==> config.mk <==
export PLATFORM = sky130hd
export DESIGN_NAME = histogram_stream_flat
export DESIGN_NICKNAME = d
export VERILOG_FILES = /design/src/rtl/histogram_stream_if.sv /design/src/rtl/histogram_stream.sv /design/src/flat_wrapper.sv
export SDC_FILE = /design/constraint.sdc
export NUM_CORES = 1
export LEC_CHECK = 0
export CORE_MARGIN = 2
export CORE_UTILIZATION = 45
export CTS_CLUSTER_DIAMETER = 50
export CTS_CLUSTER_SIZE = 28
export DETAILED_ROUTE_END_ITERATION = 6
export PLACE_DENSITY_LB_ADDON = 0.1
export SETUP_SLACK_MARGIN = 0.15
export SYNTH_ARGS = -nofsm -noshare
export SYNTH_HDL_FRONTEND = slang
export SYNTH_SLANG_ARGS = --single-unit
==> constraint.sdc <==
create_clock -name clk -period 3.2 [get_ports clk]
set_input_delay 0.64 -clock clk [delete_from_list [all_inputs] [get_ports clk]]
set_output_delay 0.64 -clock clk [all_outputs]
set_load 0.03 [all_outputs]
==> src/rtl/histogram_stream_if.sv <==
// Sample/readout bundle for histogram_stream: sample strobe in, bin beats out (valid/ready).
// Peak-tracking signals exist only when HISTOGRAM_PEAK_EN is defined.
interface histogram_stream_if #(
    parameter int unsigned DATA_W   = 16,
    parameter int unsigned NUM_BINS = 16,
    parameter int unsigned CNT_W    = 8
);
    localparam int unsigned BIN_W = $clog2(NUM_BINS);

    logic [DATA_W-1:0] data_in;
    logic              write_en;
    logic              read_start;
    logic              ready;
    logic [CNT_W-1:0]  data_out;
    logic [BIN_W-1:0]  bin_idx;
    logic              valid_out;
    logic              out_ready;
    logic              last_bin;
    logic              sat_flag;
`ifdef HISTOGRAM_PEAK_EN
    logic [BIN_W-1:0]  peak_bin;
    logic [CNT_W-1:0]  peak_cnt;

    modport master (
        output data_in, write_en, read_start, out_ready,
        input  ready, data_out, bin_idx, valid_out, last_bin, sat_flag, peak_bin, peak_cnt
    );
    modport slave (
        input  data_in, write_en, read_start, out_ready,
        output ready, data_out, bin_idx, valid_out, last_bin, sat_flag, peak_bin, peak_cnt
    );
`else
    modport master (
        output data_in, write_en, read_start, out_ready,
        input  ready, data_out, bin_idx, valid_out, last_bin, sat_flag
    );
    modport slave (
        input  data_in, write_en, read_start, out_ready,
        output ready, data_out, bin_idx, valid_out, last_bin, sat_flag
    );
`endif
endinterface

==> src/rtl/histogram_stream.sv <==
// Streaming histogram: saturating per-bin counters, cleared-on-read valid/ready readout.
// Optional peak tracker enabled by defining HISTOGRAM_PEAK_EN.
module histogram_stream #(
    parameter int unsigned DATA_W   = 16,
    parameter int unsigned NUM_BINS = 16,
    parameter int unsigned CNT_W    = 8
) (
    input logic               clk,
    input logic               rst_n,
    histogram_stream_if.slave bus
);
    localparam int unsigned BIN_W = $clog2(NUM_BINS);
    localparam logic [CNT_W-1:0] CntMax  = '1;
    localparam logic [BIN_W-1:0] LastIdx = BIN_W'(NUM_BINS - 1);

    typedef enum logic [1:0] {StClear, StAccum, StDrain, StRead} state_e;

    state_e            state_q, state_d;
    logic [BIN_W-1:0]  ptr_q, ptr_d;
    logic              s1_valid_q, s1_valid_d;
    logic [BIN_W-1:0]  s1_idx_q, s1_idx_d;
    logic              sat_q, sat_d;
    logic [CNT_W-1:0]  cnt_q [NUM_BINS];

    logic              cnt_we;
    logic [BIN_W-1:0]  cnt_waddr;
    logic [CNT_W-1:0]  cnt_wdata;
    logic [CNT_W-1:0]  s2_cur;
    logic              s2_full;
    logic              valid;
    logic              final_beat;
    logic              unused_data;

    // Stage 2 reads the live counter array, so back-to-back hits see the previous increment.
    assign s2_cur      = cnt_q[s1_idx_q];
    assign s2_full     = (s2_cur == CntMax);
    assign valid       = (state_q == StRead);
    assign final_beat  = valid && bus.out_ready && (ptr_q == LastIdx);
    assign unused_data = ^bus.data_in;

    always_comb begin
        state_d    = state_q;
        ptr_d      = ptr_q;
        s1_valid_d = 1'b0;
        s1_idx_d   = s1_idx_q;
        sat_d      = sat_q;
        cnt_we     = 1'b0;
        cnt_waddr  = s1_idx_q;
        cnt_wdata  = '0;

        if (s1_valid_q) begin
            cnt_we    = 1'b1;
            cnt_wdata = s2_full ? s2_cur : s2_cur + 1'b1;
            if (s2_full) sat_d = 1'b1;
        end

        unique case (state_q)
            StClear: begin
                cnt_we    = 1'b1;
                cnt_waddr = ptr_q;
                cnt_wdata = '0;
                ptr_d     = ptr_q + 1'b1;
                if (ptr_q == LastIdx) state_d = StAccum;
            end
            StAccum: begin
                if (bus.read_start) begin
                    state_d = StDrain;
                end else if (bus.write_en) begin
                    s1_valid_d = 1'b1;
                    s1_idx_d   = bus.data_in[DATA_W-1 -: BIN_W];
                end
            end
            StDrain: begin
                state_d = StRead;
                ptr_d   = '0;
            end
            StRead: begin
                if (bus.out_ready) begin
                    cnt_we    = 1'b1;
                    cnt_waddr = ptr_q;
                    cnt_wdata = '0;
                    ptr_d     = ptr_q + 1'b1;
                    if (ptr_q == LastIdx) begin
                        state_d = StAccum;
                        sat_d   = 1'b0;
                    end
                end
            end
            default: state_d = StClear;
        endcase
    end

    always_ff @(posedge clk or negedge rst_n) begin
        if (!rst_n) begin
            state_q    <= StClear;
            ptr_q      <= '0;
            s1_valid_q <= 1'b0;
            s1_idx_q   <= '0;
            sat_q      <= 1'b0;
        end else begin
            state_q    <= state_d;
            ptr_q      <= ptr_d;
            s1_valid_q <= s1_valid_d;
            s1_idx_q   <= s1_idx_d;
            sat_q      <= sat_d;
        end
    end

    // Counter storage is initialised by the CLEAR sweep rather than by reset.
    always_ff @(posedge clk) begin
        if (cnt_we) cnt_q[cnt_waddr] <= cnt_wdata;
    end

    assign bus.ready     = (state_q == StAccum);
    assign bus.valid_out = valid;
    assign bus.bin_idx   = valid ? ptr_q : '0;
    assign bus.data_out  = valid ? cnt_q[ptr_q] : '0;
    assign bus.last_bin  = valid && (ptr_q == LastIdx);
    assign bus.sat_flag  = sat_q;

`ifdef HISTOGRAM_PEAK_EN
    logic [BIN_W-1:0] peak_bin_q, peak_bin_d;
    logic [CNT_W-1:0] peak_cnt_q, peak_cnt_d;

    // Strict compare keeps the earliest bin on ties; commits during DRAIN leave peak frozen.
    always_comb begin
        peak_bin_d = peak_bin_q;
        peak_cnt_d = peak_cnt_q;
        if ((state_q == StAccum) && s1_valid_q && (cnt_wdata > peak_cnt_q)) begin
            peak_bin_d = s1_idx_q;
            peak_cnt_d = cnt_wdata;
        end
        if (final_beat) begin
            peak_bin_d = '0;
            peak_cnt_d = '0;
        end
    end

    always_ff @(posedge clk or negedge rst_n) begin
        if (!rst_n) begin
            peak_bin_q <= '0;
            peak_cnt_q <= '0;
        end else begin
            peak_bin_q <= peak_bin_d;
            peak_cnt_q <= peak_cnt_d;
        end
    end

    assign bus.peak_bin = peak_bin_q;
    assign bus.peak_cnt = peak_cnt_q;
`endif
endmodule

==> src/flat_wrapper.sv <==
// flat-port wrapper written by rule: the top's interface ports become plain ports
module histogram_stream_flat 
#(
    parameter int unsigned DATA_W   = 16,
    parameter int unsigned NUM_BINS = 16,
    parameter int unsigned CNT_W    = 8
)
  (clk, rst_n, bus_data_in, bus_write_en, bus_read_start, bus_out_ready, bus_ready, bus_data_out, bus_bin_idx, bus_valid_out, bus_last_bin, bus_sat_flag);
  histogram_stream_if #(.DATA_W(DATA_W), .NUM_BINS(NUM_BINS), .CNT_W(CNT_W)) bus_i ();
  input logic clk;
  input logic rst_n;
  input wire logic [$bits(bus_i.data_in)-1:0] bus_data_in;
  input wire logic [$bits(bus_i.write_en)-1:0] bus_write_en;
  input wire logic [$bits(bus_i.read_start)-1:0] bus_read_start;
  input wire logic [$bits(bus_i.out_ready)-1:0] bus_out_ready;
  output wire logic [$bits(bus_i.ready)-1:0] bus_ready;
  output wire logic [$bits(bus_i.data_out)-1:0] bus_data_out;
  output wire logic [$bits(bus_i.bin_idx)-1:0] bus_bin_idx;
  output wire logic [$bits(bus_i.valid_out)-1:0] bus_valid_out;
  output wire logic [$bits(bus_i.last_bin)-1:0] bus_last_bin;
  output wire logic [$bits(bus_i.sat_flag)-1:0] bus_sat_flag;
  assign bus_i.data_in = bus_data_in;
  assign bus_i.write_en = bus_write_en;
  assign bus_i.read_start = bus_read_start;
  assign bus_i.out_ready = bus_out_ready;
  assign bus_ready = bus_i.ready;
  assign bus_data_out = bus_i.data_out;
  assign bus_bin_idx = bus_i.bin_idx;
  assign bus_valid_out = bus_i.valid_out;
  assign bus_last_bin = bus_i.last_bin;
  assign bus_sat_flag = bus_i.sat_flag;
  histogram_stream #(.DATA_W(DATA_W), .NUM_BINS(NUM_BINS), .CNT_W(CNT_W)) u_core (.clk(clk), .rst_n(rst_n), .bus(bus_i));
endmodule
==> results of run 1 <==
[area by class of cell]
cell class,count,area [um^2]
clock buffer,17,425
fill,1122,6490
clock inverter,14,130
sequential,140,4150
timing repair buffer,92,946
inverter,3,11.3
tap,188,235
multi-input combinational,227,2760
[cells in the final DEF, fill, tap and decap left out, types with 4 or more instances in the layout]
cell                              count
sky130_fd_sc_hd__a21oi_1              6
sky130_fd_sc_hd__a22o_1               5
sky130_fd_sc_hd__a22oi_1              9
sky130_fd_sc_hd__a22oi_2              4
sky130_fd_sc_hd__and2_1               9
sky130_fd_sc_hd__and2_4               7
sky130_fd_sc_hd__buf_12              13
sky130_fd_sc_hd__buf_4               52
sky130_fd_sc_hd__buf_6               10
sky130_fd_sc_hd__clkbuf_16           17
sky130_fd_sc_hd__clkdlybuf4s50_1     15
sky130_fd_sc_hd__clkinv_2             6
sky130_fd_sc_hd__dfrtp_1             10
sky130_fd_sc_hd__edfxtp_1           128
sky130_fd_sc_hd__ha_1                 7
sky130_fd_sc_hd__mux2_2               6
sky130_fd_sc_hd__mux2i_1              4
sky130_fd_sc_hd__mux4_1               4
sky130_fd_sc_hd__mux4_2              68
sky130_fd_sc_hd__nand2_1             20
sky130_fd_sc_hd__nand3_1              5
sky130_fd_sc_hd__nor2_1              27
sky130_fd_sc_hd__nor2b_1              4
sky130_fd_sc_hd__nor3_1               5
sky130_fd_sc_hd__o21ai_1              4
[layer usage]
layer / GRT usage / up-vias
met5: 0 / -
li1: - / 1812
met4: 0.0802 / 0
met1: 0.326 / 2172
met2: 0.350 / 166
met3: 0.0345 / 26
[power breakdown]
group / internal (mW) / switching (mW) / total (mW)
combinational: 2.33 / 2.42 / 4.74
clock: 1.13 / 0.747 / 1.88
sequential: 2.38 / 0.196 / 2.57
total: 5.83 / 3.36 / 9.19
[sequential cells by signal, indices dropped and copies added, names as in the netlist]
signal               count
u_core.s1_idx_q          4
u_core.ptr_q             4
u_core.s1_valid_q        1
u_core.bus.sat_flag      1
u_core.cnt_q           128
u_core.state_q           2
[metrics by stage]
step                setup TNS, ns  instance area (um^2)  utilization  hold WS, ns
floorplan                       0                  7000            -        0.344
global placement         -0.00266                  7850        0.518        0.523
finish                          0                  8660        0.571        0.549
CTS                             0                  8570        0.566        0.547
detailed placement          -1.80                  7850        0.518        0.534
global route                    0                  8660        0.571        0.594
[synthesized netlist by cell type, types with 4 or more instances]
cell type / instances / area share
sky130_fd_sc_hd__buf_2: 7 / 0.0050
sky130_fd_sc_hd__edfxtp_1: 128 / 0.55
sky130_fd_sc_hd__nor2b_1: 4 / 0.0036
sky130_fd_sc_hd__nand2_1: 20 / 0.011
sky130_fd_sc_hd__ha_1: 7 / 0.013
sky130_fd_sc_hd__nand3_1: 5 / 0.0036
sky130_fd_sc_hd__mux4_2: 68 / 0.22
sky130_fd_sc_hd__a21oi_1: 8 / 0.0057
sky130_fd_sc_hd__mux2i_1: 6 / 0.0086
sky130_fd_sc_hd__a22o_1: 5 / 0.0063
sky130_fd_sc_hd__o21ai_1: 4 / 0.0029
sky130_fd_sc_hd__nor2_1: 27 / 0.015
sky130_fd_sc_hd__nor3_1: 8 / 0.0057
sky130_fd_sc_hd__and2_1: 16 / 0.014
sky130_fd_sc_hd__clkbuf_1: 12 / 0.0065
sky130_fd_sc_hd__a22oi_1: 10 / 0.011
sky130_fd_sc_hd__mux2_2: 6 / 0.0097
sky130_fd_sc_hd__mux4_1: 4 / 0.015
sky130_fd_sc_hd__dfrtp_1: 12 / 0.043
[critical path: cells and delay by family, from the launching register on]
family | cells | cell delay, ns
buf+inv | 4 | 0.53
flops | 1 | 0.42
mux | 2 | 0.95
simple gates | 1 | 0.18
[cells by family after synthesis]
family	Yosys count	synth area share
buffers and inverters	29	0.0230
muxes	84	0.253
AOI/OAI and AO/OA	41	0.0454
and+or+nand+nor	95	0.0713
adders and majority gates	7	0.0126
DFF	140	0.595
[final timing paths]
kind | startpoint | end | slack, ns
min in group asynchronous | rst_n | u_core.s1_idx_q[1] | 0.60
max in group asynchronous | rst_n | u_core.s1_idx_q[0] | 2.19
worst min-delay path | u_core.bus.sat_flag | u_core.bus.sat_flag | 0.55
worst max-delay path | u_core.ptr_q[0] | bus_data_out[5] | 0.06
worst max register to register | u_core.s1_idx_q[0] | u_core.cnt_q[7][5] | 0.30
worst min register to register | u_core.bus.sat_flag | u_core.bus.sat_flag | 0.55
[what timing repair did]
action | CTS | global route
buffers inserted | 5 | 4
hold endpoints to repair | 0 | 0
endpoints found under the setup margin | 72 | 111
resized for setup | 65 | 14
gates cloned | 1 | 0
pin swaps | 1 | 2
hold buffers | 0 | 0
==> results.py, run 1 <==
metrics = {
    "placement": {
        "post-dp-hpwl_mm": 11.7,
        "place_inst": 640,
        "gpl.final_weighted_congestion": 0.901,
        "placement.io_buffers": 24,
        "place_ws_ns": -0.114,
    },
    "floorplan": {
        "die-area_um2": 16500,
        "io-pin-count": 37,
        "core_um2": 15100,
        "die_w_um": 128,
        "placement_rows": 45,
        "initial_cell_density_of_the_core": 0.460,
        "die_h_um": 128,
    },
    "critical_path": {
        "max_stage_delay_ns": 0.50,
        "critical_path_arrival_ns": 2.50,
        "r2r_cells": 8,
        "end_kind": "output port",
        "path_common_cell": "sky130_fd_sc_hd__buf_12",
        "crit_path_start_kind": "flip-flop",
        "setup.worst_path.class": "flip-flop to output port",
        "cp_slowest_cell": "sky130_fd_sc_hd__mux4_2",
        "cell_by_cell_trace_of_the_critical_path": "buf_12 -> buf_12 -> buf_12 -> mux4_2 -> mux4_2 -> and2_4 -> buf_6",
        "crit_required_ns": 2.56,
        "critical_path_fanouts_max": 7,
    },
    "clocking": {
        "htree_levels": 4,
        "cts_tree": "built",
        "cts_num_sinks": 140,
        "clock_tree.root_cell": "sky130_fd_sc_hd__clkbuf_16",
        "clk_latency_ns": 0.42,
        "clk_path_buf_depth": 2,
        "register_clock_pin_slew_on_the_reported_worst_setup_and_hold_paths_ns": 0.06,
        "tritoncts.num_buffers": 17,
    },
    "layout": {
        "nets": 509,
        "flow.area_growth_from_synthesis_pct": 24.2,
        "drive_above_1_share": 0.420,
        "antenna_cells_inserted": 0,
        "post_layout_nonfiller_instances": 681,
    },
    "route": {
        "drt.antenna.violating_nets": 0,
        "dr_total_vias": 4176,
        "dr.first_iter.drc_count": 406,
        "routed-wl-met3_mm": 1.11,
        "via_per_inst": 6.13,
        "drt-met1-wl_mm": 7.65,
        "top_layer_used": "met4",
        "totalWireLength_mm": 17.3,
        "met2RoutedLength_mm": 8.19,
        "routed_wire_length_per_instance_um": 25.4,
        "drt_drc_violations_left": 0,
        "detail_route.first_pass.iterations": 5,
    },
    "timing": {
        "finalCritPeriodShare": 0.980,
        "max-slew-margin-rel": 0.432,
        "rsz0062_at_grt": "yes",
        "worstMarginPinSlew_ns": 0.852,
        "max_clock_freq_mhz": 319,
        "max_transition_viols_final": 0,
        "finalSetupViolCount": 0,
        "finalWorstSetupSlack_ns": 0.0638,
        "hold_viol": 0,
        "timing.clock.skew_ns": 0.00716,
        "post-route-min-period_ns": 3.14,
    },
    "synth": {
        "synthFlopType": "sky130_fd_sc_hd__edfxtp_1",
        "synth_area_per_cell_um2": 17.6,
        "ffs_latches_synth": 140,
        "synth.net_count": 424,
        "yosysSeqAreaShare": 0.595,
        "netlist_area_um2": 6970,
        "ys_warn_count": 0,
        "synth_edf_count": 128,
        "synth_cells": 396,
        "synth.distinct_cells": 46,
        "fraction_of_registers_with_async_set_or_reset_after_synthesis": 0.0857,
    },
    "hold_path": {
        "worstHoldPathType": "flip-flop to flip-flop",
        "worst_hold_path.num_cells": 2,
    },
    "pwr": {
        "power_density_nw_per_um2": 1060,
        "finalPower_mw": 9.19,
        "p_leak_nw": 2.99,
        "ir_drop_mv": 0.437,
    },
    "global_route": {
        "grt_util_all_layers": 0.224,
        "grt_pass1_wl_mm": 26.3,
        "grt_max_degree": 38,
        "grt_overflow": 0,
        "first_global_vias": 4316,
        "antenna_found_initial": 0,
    },
    "flow_run": {
        "cap_violations": 0,
    },
    "run_status": {
        "outcome": "complete, no violations",
    },
}
(Power assumes the default switching activity.)
==> run 2, diff against run 1 <==
--- a/config.mk
+++ b/config.mk
@@ -5,11 +5,13 @@
 export SDC_FILE = /design/constraint.sdc
 export NUM_CORES = 1
 export LEC_CHECK = 0
+export CAP_MARGIN = 20
 export CORE_MARGIN = 2
 export CORE_UTILIZATION = 45
 export CTS_CLUSTER_DIAMETER = 50
 export CTS_CLUSTER_SIZE = 28
 export DETAILED_ROUTE_END_ITERATION = 6
+export MAX_ROUTING_LAYER = met4
 export PLACE_DENSITY_LB_ADDON = 0.1
 export SETUP_SLACK_MARGIN = 0.15
 export SYNTH_ARGS = -nofsm -noshare
==> results.py, run 2 (synthesized netlist as in run 1, its figures left out) <==
metrics = {
    "run_status": {
        "outcome": "complete, no violations",
    },
    "critical_path": {
        "critical_path_arrival_ns": 2.48,
        "cell_by_cell_trace_of_the_critical_path": "buf_12 -> buf_12 -> buf_12 -> mux4_2 -> mux4_2 -> and2_4 -> buf_6",
        "setup.worst_path.class": "flip-flop to output port",
        "cp_slowest_cell": "sky130_fd_sc_hd__mux4_2",
        "regToRegStartpoint": "u_core.s1_idx_q[0]",
        "end_kind": "output port",
        "r2r_cells": 8,
        "crit_path_start_kind": "flip-flop",
        "max_stage_delay_ns": 0.50,
        "timing.reg2reg.setup_slack_ns": 0.33,
        "r2r_end": "u_core.cnt_q[4][5]",
        "crit_required_ns": 2.56,
        "path_common_cell": "sky130_fd_sc_hd__buf_12",
        "critical_path_fanouts_max": 7,
    },
    "hold_path": {
        "worst_hold_path.num_cells": 2,
        "min_from": "u_core.bus.sat_flag",
        "hold_path_end": "u_core.bus.sat_flag",
        "worstHoldPathType": "flip-flop to flip-flop",
    },
    "global_route": {
        "grt_overflow": 0,
        "grt_pass1_wl_mm": 26.3,
        "grt_max_degree": 38,
        "grt_util_all_layers": 0.232,
        "antenna_found_initial": 0,
        "first_global_vias": 4335,
    },
    "clocking": {
        "htree_levels": 4,
        "register_clock_pin_slew_on_the_reported_worst_setup_and_hold_paths_ns": 0.06,
        "tritoncts.num_buffers": 17,
        "cts_tree": "built",
        "clock_tree.root_cell": "sky130_fd_sc_hd__clkbuf_16",
        "clk_path_buf_depth": 2,
        "cts_num_sinks": 140,
        "clk_latency_ns": 0.42,
    },
    "route": {
        "dr.first_iter.drc_count": 448,
        "via_per_inst": 6.19,
        "detail_route.first_pass.iterations": 5,
        "totalWireLength_mm": 17.3,
        "dr_total_vias": 4215,
        "drt_drc_violations_left": 0,
        "drt.antenna.violating_nets": 0,
        "routed_wire_length_per_instance_um": 25.4,
    },
    "timing": {
        "post-route-min-period_ns": 3.12,
        "max_transition_viols_final": 0,
        "finalSetupViolCount": 0,
        "finalWorstSetupSlack_ns": 0.0771,
        "worstMarginPinSlew_ns": 0.830,
        "timing.clock.skew_ns": 0.0114,
        "setup_total_negative_slack_ns": 0,
        "rsz0062_at_grt": "yes",
        "max-slew-margin-rel": 0.447,
        "hold_viol": 0,
        "finalCritPeriodShare": 0.976,
        "hold_ws_ns": 0.549,
        "max_clock_freq_mhz": 320,
    },
    "layout": {
        "number_of_flip_flops_under_the_largest_register_name": 128,
        "nets": 509,
        "final_common_cell": "sky130_fd_sc_hd__edfxtp_1",
        "commonest_cells_after_routing_fill_and_taps_aside": "128 x sky130_fd_sc_hd__edfxtp_1, 68 x sky130_fd_sc_hd__mux4_2, 52 x sky130_fd_sc_hd__buf_4, 27 x sky130_fd_sc_hd__nor2_1, 20 x sky130_fd_sc_hd__nand2_1",
        "antenna_cells_inserted": 0,
        "top_flop_regs": "u_core.cnt_q x128, u_core.ptr_q x4, u_core.s1_idx_q x4",
        "flow.area_growth_from_synthesis_pct": 24.2,
        "drive_above_1_share": 0.420,
        "top_register": "u_core.cnt_q",
    },
    "placement": {
        "placement.io_buffers": 24,
        "post-dp-hpwl_mm": 11.7,
        "gpl.final_weighted_congestion": 0.917,
        "place_ws_ns": -0.114,
    },
    "flow_run": {
        "cap_violations": 0,
    },
    "pwr": {
        "p_leak_nw": 2.99,
        "ir_drop_mv": 0.431,
        "power_density_nw_per_um2": 1060,
    },
    "floorplan": {
        "io-pin-count": 37,
        "core_um2": 15100,
        "placement_rows": 45,
        "die_w_um": 128,
        "die-area_um2": 16500,
        "initial_cell_density_of_the_core": 0.460,
        "die_h_um": 128,
    },
}
## run 2: cell counts in the layout (fill, tap and decap cells not counted)
Identical to the previous run, type by type.
## run 2: final cells by class
class / count / area, um^2
Clock buffer: 17 / 425
Tap cell: 188 / 235
Multi-Input combinational cell: 227 / 2760
Inverter: 3 / 11.3
Timing Repair Buffer: 92 / 946
Fill cell: 1122 / 6490
Clock inverter: 14 / 130
Sequential cell: 140 / 4150
## run 2: how the worst max path moves through the flow
stage                  startpoint             endpoint  slack, ns  depth (start not counted)
2_1_floorplan  u_core.s1_idx_q[0]   u_core.cnt_q[0][3]       0.13                         11
3_3_place_gp   u_core.s1_idx_q[0]  u_core.cnt_q[12][0]    -0.0005                          7
3_5_place_dp   u_core.s1_idx_q[0]  u_core.cnt_q[12][0]      -0.11                          7
4_1_cts           u_core.ptr_q[0]      bus_data_out[5]       0.03                          7
5_1_grt           u_core.ptr_q[0]      bus_data_out[5]       0.01                          7
6_report          u_core.ptr_q[0]      bus_data_out[5]       0.08                          7
## run 2: worst max-delay path: cells and delay by family, from the launching register on
kind / cells / cell delay [ns]
mux: 2 / 0.94
buf+inv: 4 / 0.53
simple gates: 1 / 0.18
flops: 1 / 0.42
## run 2: power by group
group          switching (mW)  total (mW)  internal (mW)
Sequential              0.196        2.57           2.38
Clock                   0.742        1.87           1.13
Combinational            2.41        4.74           2.33
## run 2: what timing repair did
action                                  in CTS  in global routing
gates cloned                                 1                  0
endpoints found under the setup margin      72                120
pin swaps                                    1                  2
gates resized for setup                     65                 14
hold buffers                                 0                  0
setup buffers                                5                  4
## run 2: metal layers
layer	GRT usage	routed length, um	vias up
li1	-	-	1811
met1	0.325	7810	2225
met2	0.351	8320	155
met3	0.0345	922	24
met4	0.0814	268	0
met5	-	0	-
## run 2: per-stage QoR
step / utilization / area (um^2) / power, mW / instances
2_1_floorplan: - / 7000 / 5.48 / 396
3_3_place_gp: 0.518 / 7850 / 6.89 / 640
3_5_place_dp: 0.518 / 7850 / 6.96 / 640
4_1_cts: 0.566 / 8570 / 9.11 / 677
5_1_grt: 0.571 / 8660 / 9.64 / 681
6_report: 0.571 / 8660 / 9.18 / 681
==> run 3, diff against run 2 <==
--- a/config.mk
+++ b/config.mk
@@ -13,7 +13,9 @@
 export DETAILED_ROUTE_END_ITERATION = 6
 export MAX_ROUTING_LAYER = met4
 export PLACE_DENSITY_LB_ADDON = 0.1
+export RECOVER_POWER = 50
 export SETUP_SLACK_MARGIN = 0.15
+export SKIP_CTS_REPAIR_TIMING = 1
 export SYNTH_ARGS = -nofsm -noshare
 export SYNTH_HDL_FRONTEND = slang
 export SYNTH_SLANG_ARGS = --single-unit
==> results.py, run 3 (synthesized netlist as in run 1, its figures left out) <==
metrics = {
    "critical_path": {
        "critPathBufInv": 3,
        "cell_by_cell_trace_of_the_critical_path": "buf_12 -> buf_12 -> mux4_2 -> mux4_2 -> and2_1 -> buf_6",
        "crit_path_start_kind": "flip-flop",
        "critical_path_arrival_ns": 2.50,
        "max_stage_delay_ns": 0.55,
        "r2r_end": "u_core.cnt_q[9][7]",
        "r2r_cells": 9,
        "worst_path_dominant_cell_family": "multiplexers",
        "regToRegStartpoint": "u_core.state_q[0]",
        "cp_slowest_cell": "sky130_fd_sc_hd__mux4_2",
        "timing.reg2reg.setup_slack_ns": 0.27,
        "critical_path_fanouts_max": 8,
        "end_kind": "output port",
        "setup.worst_path.class": "flip-flop to output port",
        "crit_required_ns": 2.56,
    },
    "pwr": {
        "p_leak_nw": 2.86,
        "power_density_nw_per_um2": 1060,
        "ir_drop_mv": 0.426,
        "finalPower_mw": 9.00,
    },
    "route": {
        "via_per_inst": 6.16,
        "dr_total_vias": 4167,
        "routed_wire_length_per_instance_um": 25.6,
        "totalWireLength_mm": 17.3,
        "detail_route.first_pass.iterations": 4,
        "drt_drc_violations_left": 0,
        "dr.first_iter.drc_count": 419,
        "drt.antenna.violating_nets": 0,
        "top_layer_used": "met4",
        "routed-wl-met3_mm": 1.16,
        "met2RoutedLength_mm": 8.24,
        "drt-met1-wl_mm": 7.50,
    },
    "global_route": {
        "antenna_found_initial": 0,
        "grt_util_all_layers": 0.229,
        "grt_max_degree": 38,
        "grt_overflow": 0,
        "grt_pass1_wl_mm": 26.1,
        "first_global_vias": 4317,
    },
    "clocking": {
        "clock_tree.root_cell": "sky130_fd_sc_hd__clkbuf_16",
        "register_clock_pin_slew_on_the_reported_worst_setup_and_hold_paths_ns": 0.06,
        "tritoncts.num_buffers": 17,
        "cts_num_sinks": 140,
        "htree_levels": 4,
        "clk_path_buf_depth": 2,
        "cts_tree": "built",
        "clk_latency_ns": 0.41,
    },
    "floorplan": {
        "initial_cell_density_of_the_core": 0.460,
        "io-pin-count": 37,
        "placement_rows": 45,
        "die-area_um2": 16500,
        "die_w_um": 128,
        "core_um2": 15100,
        "die_h_um": 128,
    },
    "timing": {
        "worstMarginPinSlew_ns": 0.869,
        "finalCritPeriodShare": 0.981,
        "max_transition_viols_final": 0,
        "timing.clock.skew_ns": 0.00612,
        "post-route-min-period_ns": 3.14,
        "max-slew-margin-rel": 0.421,
        "finalSetupViolCount": 0,
        "setup_total_negative_slack_ns": 0,
        "max_clock_freq_mhz": 319,
        "hold_viol": 0,
        "rsz0062_at_grt": "yes",
    },
    "layout": {
        "commonest_cells_after_routing_fill_and_taps_aside": "128 x sky130_fd_sc_hd__edfxtp_1, 68 x sky130_fd_sc_hd__mux4_2, 27 x sky130_fd_sc_hd__nor2_1, 24 x sky130_fd_sc_hd__buf_4, 21 x sky130_fd_sc_hd__clkbuf_1",
        "layout.filler_cells": 1163,
        "antenna_cells_inserted": 0,
        "top_flop_regs": "u_core.cnt_q x128, u_core.ptr_q x4, u_core.s1_idx_q x4",
        "top_register": "u_core.cnt_q",
        "post_layout_nonfiller_instances": 676,
        "number_of_flip_flops_under_the_largest_register_name": 128,
        "nets": 504,
        "flow.area_growth_from_synthesis_pct": 21.7,
        "drive_above_1_share": 0.369,
        "final_common_cell": "sky130_fd_sc_hd__edfxtp_1",
    },
    "hold_path": {
        "hold_path_end": "u_core.bus.sat_flag",
        "min_from": "u_core.bus.sat_flag",
        "worstHoldPathType": "flip-flop to flip-flop",
        "worst_hold_path.num_cells": 2,
    },
    "flow_run": {
        "cap_violations": 0,
    },
    "run_status": {
        "outcome": "complete, no violations",
    },
    "placement": {
        "post-dp-hpwl_mm": 11.7,
        "placement.io_buffers": 24,
        "gpl.final_weighted_congestion": 0.917,
        "place_inst": 640,
    },
}
==> run 3: changes by cell type in the layout (fill, tap and decap cells not counted), sizes merged <==
cell	change
buf	-34
clkdlybuf4s50	-5
clkbuf	+29
dlygate4sd3	+5
==> run 3: power by group <==
part	total (mW)	leakage, nW	switching [mW]	internal, mW
Clock	1.87	0.273	0.745	1.13
Combinational	4.55	1.27	2.38	2.17
Sequential	2.58	1.32	0.201	2.38
Total	9.00	2.86	3.32	5.68
==> run 3: layout make-up <==
cell class                 instances  area (um^2)  share of cell area
clock inverter                    14          130              0.0153
multi-input combinational        227         2750               0.325
clock buffer                      17          425              0.0502
timing repair buffer              87          779              0.0919
sequential                       140         4150               0.489
inverter                           3         11.3             0.00133
tap                              188          235              0.0277
==> run 3: worst max path at each step <==
stage	startpoint	slack, ns	to	depth (start not counted)
after floorplan	u_core.s1_idx_q[0]	0.13	u_core.cnt_q[0][3]	11
final	u_core.ptr_q[0]	0.06	bus_data_out[7]	6
after detailed placement	u_core.s1_idx_q[0]	-0.11	u_core.cnt_q[12][0]	7
after global placement	u_core.s1_idx_q[0]	-0.0005	u_core.cnt_q[12][0]	7
after CTS	u_core.ptr_q[0]	-0.41	bus_data_out[7]	5
after global routing	u_core.ptr_q[0]	0.01	bus_data_out[7]	6
==> run 3: per-layer routing <==
layer / vias to the layer above / GRT usage
met5: - / -
met4: 0 / 0.0853
met3: 30 / 0.0345
met2: 162 / 0.344
met1: 2169 / 0.322
li1: 1806 / -
==> run 3: worst register-to-register path: cells and delay by family, from the launching register on <==
family	cells	cell delay [ns]
AND/OR/NAND/NOR	4	0.78
buffers and inverters	3	0.72
flip-flops	1	0.42
adder cells (fa/ha/maj)	1	0.36
AO/OA/AOI/OAI	1	0.30
==> run 3: stage by stage <==
stage	hold slack (ns)	cell area [um^2]	utilization	worst slack, ns
finish	0.545	8480	0.560	0.0618
global route	0.589	8480	0.560	0.00986
CTS	0.547	8410	0.555	-0.408
detailed placement	0.534	7850	0.518	-0.114
global placement	0.523	7850	0.518	-0.000521
floorplan	0.344	7000	-	0.129
==> RTL edit 1 (config.mk and constraints of run 1) <==
`CNT_W` is set to 8 in 3 places; all go to 12.
--- a/src/rtl/histogram_stream_if.sv
+++ b/src/rtl/histogram_stream_if.sv
@@ -3,7 +3,7 @@
 interface histogram_stream_if #(
     parameter int unsigned DATA_W   = 16,
     parameter int unsigned NUM_BINS = 16,
-    parameter int unsigned CNT_W    = 8
+    parameter int unsigned CNT_W    = 12
 );
     localparam int unsigned BIN_W = $clog2(NUM_BINS);
 
--- a/src/rtl/histogram_stream.sv
+++ b/src/rtl/histogram_stream.sv
@@ -3,7 +3,7 @@
 module histogram_stream #(
     parameter int unsigned DATA_W   = 16,
     parameter int unsigned NUM_BINS = 16,
-    parameter int unsigned CNT_W    = 8
+    parameter int unsigned CNT_W    = 12
 ) (
     input logic               clk,
     input logic               rst_n,
--- a/src/flat_wrapper.sv
+++ b/src/flat_wrapper.sv
@@ -3,7 +3,7 @@
 #(
     parameter int unsigned DATA_W   = 16,
     parameter int unsigned NUM_BINS = 16,
-    parameter int unsigned CNT_W    = 8
+    parameter int unsigned CNT_W    = 12
 )
   (clk, rst_n, bus_data_in, bus_write_en, bus_read_start, bus_out_ready, bus_ready, bus_data_out, bus_bin_idx, bus_valid_out, bus_last_bin, bus_sat_flag);
   histogram_stream_if #(.DATA_W(DATA_W), .NUM_BINS(NUM_BINS), .CNT_W(CNT_W)) bus_i ();
Ports: changed (resized bus_data_out); port bits go from 37 to 41. The function was not compared with the original's and may differ.
==> RTL edit 1 against run 1 <==
The flow now finishes with violations (setup timing). Global-route usage rose by 2.3 points. Final area grew 59%. Largest power group unchanged. Power rose by 60%. Fmax shrank 5.2%. First-iteration DRC count up 59%. Sequential share of layout area down 3.7 points. Non-clock buffer count is 104 higher. Largest cell class unchanged. Worst setup slack lost 0.17 ns. Die area increased by 45%. Critical path type unchanged. Synthesized cell count increased by 41%. Routed wire length grew 72%. Sequential cell count rose by 64. Synthesized area up 47%.
==> RTL edit 1: results (changes against run 1) <==
Status
  • Status: complete, but fails checks
  • Failing checks: setup timing

Clocking
  • Clock-pin slew on the worst setup and hold paths: 0.07 ns
  • Worst-Skew Late Latency: 0.52 ns (+0.10 ns)
  • Num CTS Buffers: 24 (+7)
  • CTS max path bufs: 3 (+1)
  • H-Tree Depth: 1 (-3)

Power and ir drop
  • Max IR drop VDD: 0.549 mV (+26%)
  • Lkg Pwr: 4.96 nW (+66%)

Synth
  • Part of the Yosys area used for sequential elements: 0.592 (-0.00217)
  • Synthesized Nets: 588 (+39%)
  • Commonest cells post-synth: edfxtp_1, mux4_2, nor2_1, mux4_1, nand2_1
  • Async set or reset register ratio after synthesis: 0.0588 (-0.0269)
  • Synth cell types: 56 (+22%)
  • Post-synth EDFFs: 192 (+50%)

Layout
  • Biggest regs: u_core.cnt_q (192), u_core.ptr_q (4), u_core.s1_idx_q (4)
  • Layout cells sized above 1: 0.510 (+0.0900)

Routing
  • Via count: 6534 (+56%)
  • Final WL: 29700 µm (+72%)

Global routing
  • Global Route Usage Sum: 0.247 (+0.0228)
  • Largest net degree at the start of global routing: 19 (-50%)
  • First-pass GRT wire length: 42900 µm (+63%)
  • Number of global-route vias before repair: 6619 (+53%)

Critical path
  • CP arrival: 2.67 ns (+0.17 ns)
  • Reg-to-reg slack, setup: -0.03 ns (-0.33 ns)
  • Worst Path Max Fanout: 9 (+2)
  • Slowest cell on the critical path: dfrtp_4
  • Crit-path max cell delay: 0.52 ns (+0.02 ns)

Placed design
  • DP HPWL: 18100 µm (+54%)
  • Port buffer count: 28 (+17%)

Timing
  • Setup Skew: 0.0211 ns (+0.0139 ns)
  • Fin worst setup slack: -0.108 ns (-0.172 ns)
  • Setup violators final: 27 (+27)
  • Final TNS setup: -1.28 ns (-1.28 ns)
[RTL edit 1: cell types whose count changed after synthesis, sizes merged, moves of 4 or more]
cell,run 1,this run
and3,1,6
mux4,72,102
a221oi,1,8
nand2,22,26
clkbuf,12,25
nor3,8,3
nor2,27,35
edfxtp,128,192
mux2i,6,21
a22oi,13,17
and2,16,21
[RTL edit 1: cell families (layout without fill, tap and decap cells)]
family	count (synthesis)	in the layout	share of synthesized area
flops	204	204	0.592
mux	128	128	0.261
simple gates	116	116	0.0588
compound gates	59	60	0.0460
buf+inv	45	245	0.0328
fa+ha+maj	7	7	0.00855
xor+xnor	1	1	0.000856
[RTL edit 1: final cells by class]
cell class / instances / area, µm² / area share
multi-input cells: 312 / 4270 / 0.311
well taps: 285 / 357 / 0.0259
repair buffers: 196 / 2210 / 0.160
flip-flops and latches: 204 / 6070 / 0.442
clock inverters: 17 / 195 / 0.0142
clock buffers: 26 / 629 / 0.0458
inverters: 6 / 22.5 / 0.00164
[RTL edit 1: worst paths after layout]
path	end	cells past startpoint
min reg2reg	u_core.bus.sat_flag	1
max	bus_data_out[4]	7
min in group asynchronous	u_core.ptr_q[2]	1
min	u_core.bus.sat_flag	1
max reg2reg	u_core.cnt_q[10][11]	12
max in group asynchronous	u_core.ptr_q[0]	1
[RTL edit 1: what timing repair did]
item,CTS,global route
cloned,7,3
pin swaps,28,15
setup endpoints to repair,189,215
hold endpoints to repair,0,0
buffers inserted,38,21
hold buffers,0,0
resized for setup,166,31
[RTL edit 1: per-layer routing]
| layer | up-vias | GRT usage | share of wire |
|---|---|---|---|
| li1 | 2744 | - | - |
| met1 | 3426 | 0.353 | 0.41 |
| met2 | 323 | 0.401 | 0.48 |
| met3 | 41 | 0.0429 | 0.085 |
| met4 | 0 | 0.0604 | 0.019 |
| met5 | - | 0 | 0 |
[RTL edit 1: stage by stage]
| stage | power [mW] | std cells | setup WS [ns] | instance area [µm²] | hold slack, ns |
|---|---|---|---|---|---|
| 2_1_floorplan | 7.80 | 560 | 0.164 | 10300 | 0.344 |
| 3_3_place_gp | 9.80 | 934 | -0.186 | 11500 | 0.524 |
| 3_5_place_dp | 9.87 | 934 | -0.245 | 11500 | 0.557 |
| 4_1_cts | 14.2 | 1022 | -0.119 | 13400 | 0.561 |
| 5_1_grt | 15.4 | 1046 | -0.157 | 13800 | 0.592 |
| 6_report | 14.7 | 1046 | -0.108 | 13800 | 0.564 |
[RTL edit 1: power breakdown]
group | leakage [nW] | switching, mW | internal [mW] | total [mW]
clock network | 0.393 | 1.19 | 1.57 | 2.76
registers | 1.92 | 0.247 | 3.45 | 3.70
logic | 2.65 | 3.95 | 4.32 | 8.27
==> RTL edit 2 (flow settings as in run 1) <==
Without the edit above. The 4 states of `state_e` get a Gray code encoding in 2 bits.
--- a/src/rtl/histogram_stream.sv
+++ b/src/rtl/histogram_stream.sv
@@ -13,7 +13,7 @@
     localparam logic [CNT_W-1:0] CntMax  = '1;
     localparam logic [BIN_W-1:0] LastIdx = BIN_W'(NUM_BINS - 1);
 
-    typedef enum logic [1:0] {StClear, StAccum, StDrain, StRead} state_e;
+    typedef enum logic [1:0] {StClear = 2'b00, StAccum = 2'b01, StDrain = 2'b11, StRead = 2'b10} state_e;
 
     state_e            state_q, state_d;
     logic [BIN_W-1:0]  ptr_q, ptr_d;
Check against the original RTL: same outputs for any inputs over 10 cycles, from zero or initial values and one cycle with rst_n low; not proved beyond that.
==> RTL edit 2 against run 1 <==
Routed wire length is 8.2% higher. Synthesized area is 0.16% higher. Sequential cell count stayed put. Final cell count is 1.5% higher. Final area is 0.27% higher. Via count is 4.0% higher. Power is 19% lower. Sequential power is 7% lower. Worst setup slack better by 0.068 ns. Clock skew hardly changed.
==> RTL edit 2: results (changes against run 1) <==
Layout
  • Layout cells sized above 1: 0.414 (-0.00636)
  • Layout non-clock buf frac: 0.116 (+0.00662)
  • Clk cell area share: 0.0652 (+0.000977)
  • Multi-input combinational cell area: 2700 µm² (-2.1%)
  • Seq_cells: 140 (unchanged)
  • Fill cells: 1165 (+3.8%)
  • #MultiIn Comb: 224 (-1.3%)
  • Nets@finish: 514 (+0.98%)

Power and ir drop
  • Sw Share: 0.321 (-0.0441)
  • Combinational share of power: 0.422 (-0.094)
  • Max IR drop VDD: 0.417 mV (-4.6%)

Global routing
  • First-pass GRT wire length: 28300 µm (+7.6%)
  • Global Route Usage Sum: 0.245 (+0.0209)
  • Largest net degree at the start of global routing: 24 (-37%)
  • Met3 usage: 0.0482 (+0.0137)
  • Number of global-route vias before repair: 4441 (+2.9%)
  • GR Util met2: 0.380 (+0.0294)

Routing
  • Met1 Routed Length: 8270 µm (+8.2%)
  • Initial DRC Count: 420 (+3.4%)
  • Met2 WL: 8850 µm (+8.1%)
  • Via count: 4344 (+4.0%)
  • DR vias/cell: 6.29 (+2.5%)
  • Routed wl met3: 1140 µm (+2.6%)

Synth
  • Synth cell types: 51 (+11%)
  • Part of the Yosys area used for sequential elements: 0.594 (-0.000959)
  • Main area contributors after synthesis: edfxtp_1, mux4_2, dfrtp_1
  • Commonest cells post-synth: edfxtp_1, mux4_2, nor2_1, nand2_1, clkbuf_1

Placed design
  • Dpl ws: -0.247 ns (-0.134 ns)
  • Placer congestion estimate: 0.971 (+7.7%)
  • DP Cell Count: 649 (+1.4%)
  • DP HPWL: 12400 µm (+5.7%)

Critical path
  • Worst setup endpoint: bus_data_out[2]
  • CP arrival: 2.43 ns (-0.07 ns)
  • Reg2reg end: u_core.cnt_q[10][5]
  • Depth of the worst register-to-register path: 11 (+3)

Clocking
  • Post-cts sizing count: 45 (-31%)

Status
  • Status: complete, no violations
[RTL edit 2: changes by cell type in the layout (fill, tap and decap cells not counted), sizes merged, moves of 5 or more]
| cell | change |
|---|---|
| ha | -5 |
| buf | +11 |
| o22ai | +6 |
| clkinv | -5 |
| clkbuf | +5 |
| o21ai | -5 |
[RTL edit 2: through the flow]
stage / cell area, µm² / hold WS (ns)
2_1_floorplan: 6990 / 0.344
3_3_place_gp: 7850 / 0.539
3_5_place_dp: 7850 / 0.541
4_1_cts: 8640 / 0.545
5_1_grt: 8680 / 0.583
6_report: 8680 / 0.542
[RTL edit 2: cell families (layout without fill, tap and decap cells)]
kind of cell | after synthesis | in the layout | synth area share
flip-flops | 140 | 140 | 0.594
AND/OR/NAND/NOR | 92 | 92 | 0.0735
multiplexers | 86 | 86 | 0.260
AO/OA/AOI/OAI | 43 | 43 | 0.0421
buffers and inverters | 32 | 139 | 0.0255
adder cells (fa/ha/maj) | 2 | 2 | 0.00358
XOR/XNOR | 1 | 1 | 0.00125
